<file path="src/rtl/writeback_arbiter_pkg.sv">
// Shared types and helpers for the register-file writeback path.
// Holds the queued-result record and the WAW lookup used by the arbiter.
package wb_pkg;

    localparam int REG_ADDR_W = 5;
    localparam int NUM_REGS   = 32;
    localparam int WB_XLEN    = 32;
    // Widest holding queue the WAW lookup can scan; narrower queues are zero-padded.
    localparam int AQ_MAX     = 16;

    typedef struct packed {
        logic [REG_ADDR_W-1:0] rd;
        logic [WB_XLEN-1:0]    data;
    } wb_entry_t;

    function automatic logic rd_match(
        input logic [AQ_MAX-1:0]                 q_valid,
        input logic [AQ_MAX-1:0][REG_ADDR_W-1:0] q_rd,
        input logic [REG_ADDR_W-1:0]             rd
    );
        logic hit;
        hit = 1'b0;
        for (int i = 0; i < AQ_MAX; i++) begin
            if (q_valid[i] && (q_rd[i] == rd)) begin
                hit = 1'b1;
            end
        end
        return hit;
    endfunction

endpackage

</file>
<file path="src/rtl/writeback_arbiter_if.sv">
// Bundle of ALU/load result handshakes, issue tracking and register-file write outputs.
// master = producers and register file side, slave = the writeback arbiter.
interface writeback_arbiter_if
    import wb_pkg::*;
#(
    parameter int XLEN = WB_XLEN
);

    logic                  alu_valid;
    logic [REG_ADDR_W-1:0] alu_rd;
    logic [XLEN-1:0]       alu_data;
    logic                  alu_ready;

    logic                  ld_valid;
    logic [REG_ADDR_W-1:0] ld_rd;
    logic [XLEN-1:0]       ld_data;
    logic                  ld_ready;

    logic                  issue_valid;
    logic [REG_ADDR_W-1:0] issue_rd;

    logic                  rf_write;
    logic [REG_ADDR_W-1:0] rf_writeReg;
    logic [XLEN-1:0]       rf_writeData;
    logic [NUM_REGS-1:0]   pending;

    modport master (
        output alu_valid, alu_rd, alu_data,
        input  alu_ready,
        output ld_valid, ld_rd, ld_data,
        input  ld_ready,
        output issue_valid, issue_rd,
        input  rf_write, rf_writeReg, rf_writeData, pending
    );

    modport slave (
        input  alu_valid, alu_rd, alu_data,
        output alu_ready,
        input  ld_valid, ld_rd, ld_data,
        output ld_ready,
        input  issue_valid, issue_rd,
        output rf_write, rf_writeReg, rf_writeData, pending
    );

endinterface

</file>
<file path="src/rtl/writeback_arbiter_fifo.sv">
// In-order holding queue for ALU results that lose the write port to a load.
// Head is read combinationally so it can be popped in the cycle it is selected.
module wb_fifo
    import wb_pkg::*;
#(
    parameter int DEPTH = 2
) (
    input  logic                             clk,
    input  logic                             reset,
    input  logic                             push_i,
    input  wb_entry_t                        push_entry_i,
    input  logic                             pop_i,
    output logic                             full_o,
    output logic                             empty_o,
    output wb_entry_t                        head_o,
    output logic [DEPTH-1:0]                 valid_o,
    output logic [DEPTH-1:0][REG_ADDR_W-1:0] rd_o
);

    localparam int PTR_W = $clog2(DEPTH);

    wb_entry_t        mem_q [DEPTH];
    logic [PTR_W-1:0] wr_ptr_q, wr_ptr_d;
    logic [PTR_W-1:0] rd_ptr_q, rd_ptr_d;
    logic [PTR_W:0]   count_q, count_d;

    assign full_o  = (count_q == (PTR_W+1)'(DEPTH));
    assign empty_o = (count_q == '0);
    assign head_o  = mem_q[rd_ptr_q];

    // Pointers wrap for free because DEPTH is a power of two.
    always_comb begin
        wr_ptr_d = wr_ptr_q;
        rd_ptr_d = rd_ptr_q;
        count_d  = count_q;
        if (push_i) begin
            wr_ptr_d = wr_ptr_q + 1'b1;
        end
        if (pop_i) begin
            rd_ptr_d = rd_ptr_q + 1'b1;
        end
        if (push_i && !pop_i) begin
            count_d = count_q + 1'b1;
        end else if (!push_i && pop_i) begin
            count_d = count_q - 1'b1;
        end
    end

    always_ff @(posedge clk or posedge reset) begin
        if (reset) begin
            wr_ptr_q <= '0;
            rd_ptr_q <= '0;
            count_q  <= '0;
        end else begin
            wr_ptr_q <= wr_ptr_d;
            rd_ptr_q <= rd_ptr_d;
            count_q  <= count_d;
        end
    end

    always_ff @(posedge clk) begin
        if (push_i) begin
            mem_q[wr_ptr_q] <= push_entry_i;
        end
    end

    // Slot gi is live when its distance from the head is below the occupancy.
    generate
        for (genvar gi = 0; gi < DEPTH; gi++) begin : g_view
            logic [PTR_W-1:0] offset;
            assign offset      = PTR_W'(gi) - rd_ptr_q;
            assign valid_o[gi] = ({1'b0, offset} < count_q);
            assign rd_o[gi]    = mem_q[gi].rd;
        end
    endgenerate

endmodule

</file>
<file path="src/rtl/writeback_arbiter.sv">
// Single-port register-file writer merging ALU and load results, with a
// pending-register scoreboard for the read side.
module writeback_arbiter
    import wb_pkg::*;
#(
    parameter int XLEN     = WB_XLEN,
    parameter int AQ_DEPTH = 2
) (
    input  logic               clk,
    input  logic               reset,
    writeback_arbiter_if.slave wb
);

    logic                                fifo_full;
    logic                                fifo_empty;
    wb_entry_t                           fifo_head;
    logic [AQ_DEPTH-1:0]                 q_valid;
    logic [AQ_DEPTH-1:0][REG_ADDR_W-1:0] q_rd;
    logic [AQ_MAX-1:0]                   q_valid_pad;
    logic [AQ_MAX-1:0][REG_ADDR_W-1:0]   q_rd_pad;

    logic      waw_hit;
    logic      alu_acc;
    logic      ld_acc;
    logic      ld_write;
    logic      push;
    logic      pop;
    wb_entry_t alu_entry;
    wb_entry_t ld_entry;

    logic                  rf_write_q, rf_write_d;
    logic [REG_ADDR_W-1:0] rf_reg_q, rf_reg_d;
    logic [XLEN-1:0]       rf_data_q, rf_data_d;
    logic [NUM_REGS-1:0]   pending_q, pending_d;

    wb_fifo #(
        .DEPTH (AQ_DEPTH)
    ) u_fifo (
        .clk          (clk),
        .reset        (reset),
        .push_i       (push),
        .push_entry_i (alu_entry),
        .pop_i        (pop),
        .full_o       (fifo_full),
        .empty_o      (fifo_empty),
        .head_o       (fifo_head),
        .valid_o      (q_valid),
        .rd_o         (q_rd)
    );

    generate
        for (genvar gi = 0; gi < AQ_MAX; gi++) begin : g_pad
            if (gi < AQ_DEPTH) begin : g_live
                assign q_valid_pad[gi] = q_valid[gi];
                assign q_rd_pad[gi]    = q_rd[gi];
            end else begin : g_zero
                assign q_valid_pad[gi] = 1'b0;
                assign q_rd_pad[gi]    = '0;
            end
        end
    endgenerate

    // A load may not overtake an older queued ALU result to the same register.
    assign waw_hit = (wb.ld_rd != '0) && rd_match(q_valid_pad, q_rd_pad, wb.ld_rd);

    assign wb.alu_ready = !fifo_full;
    assign wb.ld_ready  = !fifo_full && !waw_hit;

    assign alu_acc  = wb.alu_valid && !fifo_full && (wb.alu_rd != '0);
    assign ld_acc   = wb.ld_valid && wb.ld_ready;
    assign ld_write = ld_acc && (wb.ld_rd != '0);

    assign alu_entry.rd   = wb.alu_rd;
    assign alu_entry.data = wb.alu_data;
    assign ld_entry.rd    = wb.ld_rd;
    assign ld_entry.data  = wb.ld_data;

    // Priority: load, then queue head, then the incoming ALU result straight through.
    always_comb begin
        push       = 1'b0;
        pop        = 1'b0;
        rf_write_d = 1'b0;
        rf_reg_d   = rf_reg_q;
        rf_data_d  = rf_data_q;
        if (ld_write) begin
            rf_write_d = 1'b1;
            rf_reg_d   = ld_entry.rd;
            rf_data_d  = ld_entry.data;
            push       = alu_acc;
        end else if (!fifo_empty) begin
            rf_write_d = 1'b1;
            rf_reg_d   = fifo_head.rd;
            rf_data_d  = fifo_head.data;
            pop        = 1'b1;
            push       = alu_acc;
        end else if (alu_acc) begin
            rf_write_d = 1'b1;
            rf_reg_d   = alu_entry.rd;
            rf_data_d  = alu_entry.data;
        end
    end

    // A new issue to the register outranks the commit of the older write.
    generate
        for (genvar gi = 0; gi < NUM_REGS; gi++) begin : g_pend
            if (gi == 0) begin : g_x0
                assign pending_d[gi] = 1'b0;
            end else begin : g_reg
                logic set_b;
                logic clr_b;
                assign set_b = wb.issue_valid && (wb.issue_rd == REG_ADDR_W'(gi));
                assign clr_b = rf_write_q && (rf_reg_q == REG_ADDR_W'(gi));
                assign pending_d[gi] = set_b || (pending_q[gi] && !clr_b);
            end
        end
    endgenerate

    always_ff @(posedge clk or posedge reset) begin
        if (reset) begin
            rf_write_q <= 1'b0;
            rf_reg_q   <= '0;
            rf_data_q  <= '0;
            pending_q  <= '0;
        end else begin
            rf_write_q <= rf_write_d;
            rf_reg_q   <= rf_reg_d;
            rf_data_q  <= rf_data_d;
            pending_q  <= pending_d;
        end
    end

    assign wb.rf_write     = rf_write_q;
    assign wb.rf_writeReg  = rf_reg_q;
    assign wb.rf_writeData = rf_data_q;
    assign wb.pending      = pending_q;

endmodule

</file>
<file path="src/flat_wrapper.sv">
// flat-port wrapper written by rule: the top's interface ports become plain ports
module writeback_arbiter_flat import wb_pkg::*;
#(
    parameter int XLEN     = WB_XLEN,
    parameter int AQ_DEPTH = 2
)
  (clk, reset, wb_alu_valid, wb_alu_rd, wb_alu_data, wb_alu_ready, wb_ld_valid, wb_ld_rd, wb_ld_data, wb_ld_ready, wb_issue_valid, wb_issue_rd, wb_rf_write, wb_rf_writeReg, wb_rf_writeData, wb_pending);
  writeback_arbiter_if #(.XLEN(XLEN)) wb_i ();
  input  logic clk;
  input  logic reset;
  input wire logic [$bits(wb_i.alu_valid)-1:0] wb_alu_valid;
  input wire logic [$bits(wb_i.alu_rd)-1:0] wb_alu_rd;
  input wire logic [$bits(wb_i.alu_data)-1:0] wb_alu_data;
  output wire logic [$bits(wb_i.alu_ready)-1:0] wb_alu_ready;
  input wire logic [$bits(wb_i.ld_valid)-1:0] wb_ld_valid;
  input wire logic [$bits(wb_i.ld_rd)-1:0] wb_ld_rd;
  input wire logic [$bits(wb_i.ld_data)-1:0] wb_ld_data;
  output wire logic [$bits(wb_i.ld_ready)-1:0] wb_ld_ready;
  input wire logic [$bits(wb_i.issue_valid)-1:0] wb_issue_valid;
  input wire logic [$bits(wb_i.issue_rd)-1:0] wb_issue_rd;
  output wire logic [$bits(wb_i.rf_write)-1:0] wb_rf_write;
  output wire logic [$bits(wb_i.rf_writeReg)-1:0] wb_rf_writeReg;
  output wire logic [$bits(wb_i.rf_writeData)-1:0] wb_rf_writeData;
  output wire logic [$bits(wb_i.pending)-1:0] wb_pending;
  assign wb_i.alu_valid = wb_alu_valid;
  assign wb_i.alu_rd = wb_alu_rd;
  assign wb_i.alu_data = wb_alu_data;
  assign wb_alu_ready = wb_i.alu_ready;
  assign wb_i.ld_valid = wb_ld_valid;
  assign wb_i.ld_rd = wb_ld_rd;
  assign wb_i.ld_data = wb_ld_data;
  assign wb_ld_ready = wb_i.ld_ready;
  assign wb_i.issue_valid = wb_issue_valid;
  assign wb_i.issue_rd = wb_issue_rd;
  assign wb_rf_write = wb_i.rf_write;
  assign wb_rf_writeReg = wb_i.rf_writeReg;
  assign wb_rf_writeData = wb_i.rf_writeData;
  assign wb_pending = wb_i.pending;
  writeback_arbiter #(.XLEN(XLEN), .AQ_DEPTH(AQ_DEPTH)) u_core (.clk(clk), .reset(reset), .wb(wb_i));
endmodule
</file>
<file path="config.mk">
export PLATFORM = sky130hd
export DESIGN_NAME = writeback_arbiter_flat
export DESIGN_NICKNAME = d
export VERILOG_FILES = /design/src/rtl/writeback_arbiter_pkg.sv /design/src/rtl/writeback_arbiter_if.sv /design/src/rtl/writeback_arbiter_fifo.sv /design/src/rtl/writeback_arbiter.sv /design/src/flat_wrapper.sv
export SDC_FILE = /design/constraint.sdc
export NUM_CORES = 1
export LEC_CHECK = 0
export ABC_AREA = 1
export CORE_ASPECT_RATIO = 2
export CORE_MARGIN = 2
export CORE_UTILIZATION = 42
export CTS_CLUSTER_SIZE = 40
export DETAILED_ROUTE_END_ITERATION = 8
export DONT_BUFFER_PORTS = 1
export SYNTH_ARGS = -nofsm -noshare
export SYNTH_HDL_FRONTEND = slang
export SYNTH_SLANG_ARGS = --single-unit
export TNS_END_PERCENT = 1
</file>
<file path="constraint.sdc">
create_clock -name clk -period 4.5 [get_ports clk]
set_clock_uncertainty 0.05 [all_clocks]
set_input_delay 0.675 -clock clk [delete_from_list [all_inputs] [get_ports clk]]
set_output_delay 0.675 -clock clk [all_outputs]
set_load 0.01 [all_outputs]
</file>
# Word level (Yosys, flattened, before mapping)
# Memories as Yosys holds them, arrays and structs flattened.
# Index checks and enable logic that the tools add are counted.
# Widths: inputs -> output; s select.
[word_totals] ff_bits=73 mem_bits_rw=74 out_inout_bits=72 word_cells=274 mem_count=1
[memory_table] memory="u_core.u_fifo.mem_q" words=2 width=37 rd=3 rd_ports_with_merged_regs=0 write_ports=1 line_no="writeback_arbiter_fifo.sv:22" source="wb_entry_t mem_q [DEPTH];"
[op_classes] add_sub_neg=6 magnitude_cmp=2 eq_ne=66 n_mux=19 n_reduce_logical=173
[ops] operator="$eq 5x5->1 const B" n=32
[ops] operator="$logic_and 1x1->1" n=103
[ops] operator="$mux 32" n=3
[ops] operator="$eq 5x4->1 const B" n=16
[ops] operator="$eq 5x3->1 const B" n=8
[ops] operator="$logic_not 1->1" n=35
[ops] operator="$logic_or 1x1->1" n=31
[ops] operator="$eq 5x2->1 const B" n=4
[ops] operator="$mux 5" n=3
[ops] operator="$mux 1" n=11
[ops] operator="$eq 5x1->1 const B" n=2
[ops] operator="$eq 5x5->1" n=2
[ops] operator="$reduce_bool 5->1" n=2
[ops] operator="$lt 1x2->1" n=2
[ops] operator="$mux 2" n=2
[ops] operator="$ne 3x3->1 const B" n=1
[ops] operator="$add 1x1->1 const B" n=2
[ops] operator="$add 2x1->2 const B" n=1
[ops] operator="$eq 2x2->1 const B" n=1
[ops] operator="$logic_not 2->1" n=1
[ops] operator="$reduce_bool 2->1" n=1
[ops] operator="$sub 1x1->1 const A" n=2
[ops] operator="$sub 2x1->2 const B" n=1

# Depth between registers and ports, before layout
[depth] depth_word=15 mapped_depth=14

# By module
# From an unflattened synthesis, not the netlist that was laid out.
[unflattened] hier_cells=788 hier_area_um2=7071.8
[by_module_without_submodules] module="writeback_arbiter" instances=1 cells_per_inst=556 area_per_inst_um2=4077.7 seq_area_each_um2=1726.7
[by_module_without_submodules] module="wb_fifo" instances=1 cells_per_inst=232 area_per_inst_um2=2994.1 seq_area_each_um2=2322.2

# Worst setup path before layout
# No wires, ideal clock.
[synth_timing] path_type="input to register" from="input wb_ld_rd[2]" to="memory u_core.u_fifo.mem_q[1][0] (netlist name), enable pin" setup_ns=0.432 arrival_ns=3.112 path_slack_ns=0.906 cell_stages=12 path_buffers=1 path_cell_list="inv_1 > nand2_1 > nand2_1 > nor2_1 > nand3_1 > nand2_1 > nand2_1 > buf_2 > nand4_1 > nand2_1 > inv_1 > nor2_1"
[synth_between] elab_chain_cells=12 elab_cells_between_ends=15 cone_classes="eq/ne: 2; mux: 5; reduce/logical: 8"
[synth_lines] item="start: declaration" line_no="flat_wrapper.sv:16" source="input wire logic [$bits(wb_i.ld_rd)-1:0] wb_ld_rd;"
[synth_lines] item="$eq 5x5->1" line_no="writeback_arbiter_pkg.sv:24" source="if (q_valid[i] && (q_rd[i] == rd)) begin"
[synth_lines] item="$logic_and 1x1->1" line_no="writeback_arbiter_pkg.sv:24"
[synth_lines] item="$mux 1 (2 in series)" line_no="writeback_arbiter_pkg.sv:24"
[synth_lines] item="$logic_and 1x1->1" line_no="writeback_arbiter.sv:64" source="assign waw_hit = (wb.ld_rd != '0) && rd_match(q_valid_pad, q_rd_pad, wb.ld_rd);"
[synth_lines] item="$logic_not 1->1" line_no="writeback_arbiter.sv:67" source="assign wb.ld_ready = !fifo_full && !waw_hit;"
[synth_lines] item="$logic_and 1x1->1" line_no="writeback_arbiter.sv:67"
[synth_lines] item="$logic_and 1x1->1" line_no="writeback_arbiter.sv:70" source="assign ld_acc = wb.ld_valid && wb.ld_ready;"
[synth_lines] item="$logic_and 1x1->1 *" line_no="writeback_arbiter.sv:71" source="assign ld_write = ld_acc && (wb.ld_rd != '0);"
[synth_lines] item="$mux 1 *" line_no="writeback_arbiter.sv:85" source="if (ld_write) begin"
[synth_lines] item="net u_core.push" line_no="writeback_arbiter.sv:26" source="logic push;"
[synth_lines] item="$mux 1 *" line_no="writeback_arbiter_fifo.sv:62" source="if (push_i) begin"
[synth_lines] item="$mux 1 (not written as such) *" line_no="writeback_arbiter_fifo.sv:63" source="mem_q[wr_ptr_q] <= push_entry_i;"
[synth_lines] item="end: declaration" line_no="writeback_arbiter_fifo.sv:22"
# Mark *: on every way through the listed nets, which the timed path passes. The rest lies on a longest branch.

# Worst setup path after layout
[layout_timing] from="register u_core.u_fifo.rd_ptr_q" to="register u_core.rf_data_q[13], in the netlist u_core.wb.rf_writeData[13]"
[layout_between] elab_chain_cells=11 elab_cells_between_ends=17 cone_classes="add/sub: 2; order compare: 2; eq/ne: 1; mux: 4; reduce/logical: 7; memory: 1"
[layout_lines] item="start: declaration" line_no="writeback_arbiter_fifo.sv:24" source="logic [PTR_W-1:0] rd_ptr_q, rd_ptr_d;"
[layout_lines] item="start signal: assignment" line_no="writeback_arbiter_fifo.sv:56" source="rd_ptr_q <= rd_ptr_d;"
[layout_lines] item="$sub 1x1->1" line_no="writeback_arbiter_fifo.sv:71" source="assign offset = PTR_W'(gi) - rd_ptr_q;"
[layout_lines] item="$lt 1x2->1" line_no="writeback_arbiter_fifo.sv:72" source="assign valid_o[gi] = ({1'b0, offset} < count_q);"
[layout_lines] item="$logic_and 1x1->1" line_no="writeback_arbiter_pkg.sv:24"
[layout_lines] item="$mux 1 (2 in series)" line_no="writeback_arbiter_pkg.sv:24"
[layout_lines] item="$logic_and 1x1->1" line_no="writeback_arbiter.sv:64"
[layout_lines] item="$logic_not 1->1" line_no="writeback_arbiter.sv:67"
[layout_lines] item="$logic_and 1x1->1" line_no="writeback_arbiter.sv:67"
[layout_lines] item="$logic_and 1x1->1" line_no="writeback_arbiter.sv:70"
[layout_lines] item="$logic_and 1x1->1" line_no="writeback_arbiter.sv:71"
[layout_lines] item="$ne 3x3->1 (no source line) / $mux 32 (equally long branches)"
[layout_lines] item="end signal: assignment" line_no="writeback_arbiter.sv:127" source="rf_data_q <= rf_data_d;"
[layout_lines] item="end: declaration" line_no="writeback_arbiter.sv:33" source="logic [XLEN-1:0] rf_data_q, rf_data_d;"
# Several ways; a longest one is shown, not always the timed one.
# A chain may end at the register's enable or synchronous reset.

==> impl_metrics.toml <==
[run_status]
status = "completed"

[route]
totalWireLength_um = 18100
wl_per_cell_um = 18.5
drt_iter0_drc = 307
drc = 0
vias = 5323
via_per_inst = 5.43
firstDrtPassIters = 5
ant_nets = 0

[cts]
hold_buffers = 0
post_cts_buffers = 0
clk_pin_slew_ns = 0.06
cts_root_buf = "clkbuf_16"
clock_sink_count = 147
cts_tree = "done"
cts_made_buffers = 17
clk_path_buf_depth = 2
cts_resized = 0
insertion_delay_ns = 0.42
htreeDepth = 4

[sta]
max-slew-margin-rel_pct = 21.9
setup_viol = 0
timing.hold.ws_ns = 0.231
worst_slack_ns = 1.04
rsz0062_at_grt = "false"
min_period_ns = 3.46
max_freq_mhz = 289
worstMarginPinSlew_ns = 1.17
finalMaxSlewViolations = 0
finalHoldViolations = 0
setup_tns_ns = 0
fin_crit_sh_pct = 76.9

[yosys]
ys_ff_latch = 147
syn_avg_cell_area_um2 = 8.79
syn_area_mm2 = 0.00687
synthArstFlopShare_pct = 49.7
synth_ff_type = "edfxtp_1"
synth_largest_area_cell = "edfxtp_1"
yosys-top-cells-area = "edfxtp_1 32%, dfrtp_1 27%, nand2_1 14%"
synth_cells = 781
yosysSeqAreaShare_pct = 59.0
synth_nets = 866
ys_warn_count = 0
synth.top_cell.area_share_pct = 32.4
synth_edf_count = 74
synth_cell_type_count = 28

[worst_setup_path]
r2r_start = "u_core.u_fifo.rd_ptr_q"
critPathKind = "reg2reg"
cp-startpoint = "u_core.u_fifo.rd_ptr_q"
crit_required_ns = 4.80
path_max_fanout = 39
end_kind = "register"
worst_setup_path_start_kind = "register"
crit_arrival_ns = 3.76
r2r_setup_slack_ns = 1.04

[floorplan]
die-area_mm2 = 0.0175
start_util_pct = 42.6
io_pins = 156
die_w_um = 94.4
core_area_mm2 = 0.0161
rows = 66
die_y_um = 185

[pwr]
total_power_mw = 5.70
peakVddDrop_v = 0.000335
p_leak_nw = 3.32
powerDensity_mw_per_mm2 = 752

[cells_and_area]
nets = 848
syn2layout_area_growth_pct = 10.3
insertedDiodeCount = 0
drive_gt1_share_pct = 6.31
fill_cells = 1553
multi_input_area_mm2 = 0.00233
regArea_mm2 = 0.00405
design_area_mm2 = 0.00757

[grt]
grt_start_max_net_pins = 70
grt-ovfl-total = 0
track_usage_pct = 21.6
grt_pass1_vias = 5263
antenna_found_initial = 0
grt_first_pass_wirelength_um = 28600

[place]
dp_slack_ns = 0.993
place_area_mm2 = 0.00697
place_congestion = 0.822
hpwl_um = 11500
port_buffers = 0

[job]
maxCapViolations = 0

[hold_path]
hp-class = "in2async"
[worst max-delay path, cell delays in order (launching register included)]
cell and delay (ns):
dfrtp_2 0.43, inv_4 0.33, a21oi_1 0.12, nor2_1 0.11, nand3_1 0.07, nand2_1 0.08
nand2_1 0.08, nand3_2 0.35, buf_4 0.38, nand2_2 0.56, inv_4 0.60, nand2_1 0.12
nand2_1 0.09
[where the power goes]
part,leakage (nW),switching [mW],internal [mW]
clock,0.291,0.569,0.879
sequential,1.53,0.497,1.96
combinational,1.50,1.24,0.545
[worst paths after layout]
check                                        endpoint  cells past startpoint
min in group clk           u_core.u_fifo.mem_q[1][21]                      0
max                        u_core.wb.rf_writeData[13]                     12
min                              u_core.wb.pending[3]                      1
max reg2reg                u_core.wb.rf_writeData[13]                     12
min reg2reg                    u_core.u_fifo.wr_ptr_q                      2
max in group asynchronous      u_core.u_fifo.rd_ptr_q                      2
[final cells by class]
cell class,instances,area share [%]
clock buffer,18,5.67
clock inverter,14,2.33
inverter,73,3.70
multi-input combinational,517,30.8
sequential,147,53.5
tap,204,3.37
timing repair buffer,7,0.694
[routing by layer]
layer,up-vias,track usage (%),share of wire [%]
li1,2567,-,-
met1,2554,26.1,40
met2,192,35.9,50
met3,10,7.73,8.0
met4,0,6.49,1.4
met5,-,0,0
[stage by stage]
step	utilization (%)	cells
2_1_floorplan	-	781
3_3_place_gp	43.3	948
3_5_place_dp	43.3	948
4_1_cts	47.0	980
5_1_grt	47.0	980
6_report	47.0	980
[state kept, by name, summed over array words and instances, names as in the netlist]
name / count
u_core.u_fifo.count_q: 2
u_core.u_fifo.mem_q: 74
u_core.u_fifo.rd_ptr_q: 1
u_core.u_fifo.wr_ptr_q: 1
u_core.wb.pending: 31
u_core.wb.rf_write: 1
u_core.wb.rf_writeData: 32
u_core.wb.rf_writeReg: 5
[cell usage after synthesis (2+ instances only)]
library cell	number
buf_4	5
buf_6	3
nand4_1	38
clkbuf_1	23
o21ai_1	5
xnor2_1	2
edfxtp_1	74
buf_2	10
nor2_1	21
nand3_1	77
buf_1	2
inv_4	2
nand2_1	263
o21ai_0	94
o2bb2ai_1	3
a21oi_1	6
inv_1	69
nor3_1	2
dfrtp_1	73
[logic make-up after synthesis]
| logic type | after synthesis | synth area share (%) |
|---|---|---|
| buf+inv | 117 | 7.27 |
| flops | 147 | 59.0 |
| other cells | 1 | 0.0546 |
| simple gates | 404 | 25.1 |
| xor+xnor | 2 | 0.255 |
| compound gates | 109 | 8.14 |
| fa+ha+maj | 1 | 0.182 |
[cells in the final DEF, fill, tap and decap left out, types with 2 or more instances in the layout]
cell	count
edfxtp_1	74
o21ai_0	94
clkbuf_16	17
nor2_4	2
clkinv_2	3
inv_6	3
inv_4	2
o21ai_1	5
clkinvlp_4	2
inv_1	67
o2bb2ai_1	3
nand3_1	77
nand2_2	2
inv_2	2
a21oi_1	6
nand4_1	38
dfrtp_1	72
clkinv_4	4
nand2_1	262
xnor2_1	2
nor2_1	20
nor3_1	2
buf_4	7
bufinv_16	3
Note: power is estimated with default switching activity, not from simulation.
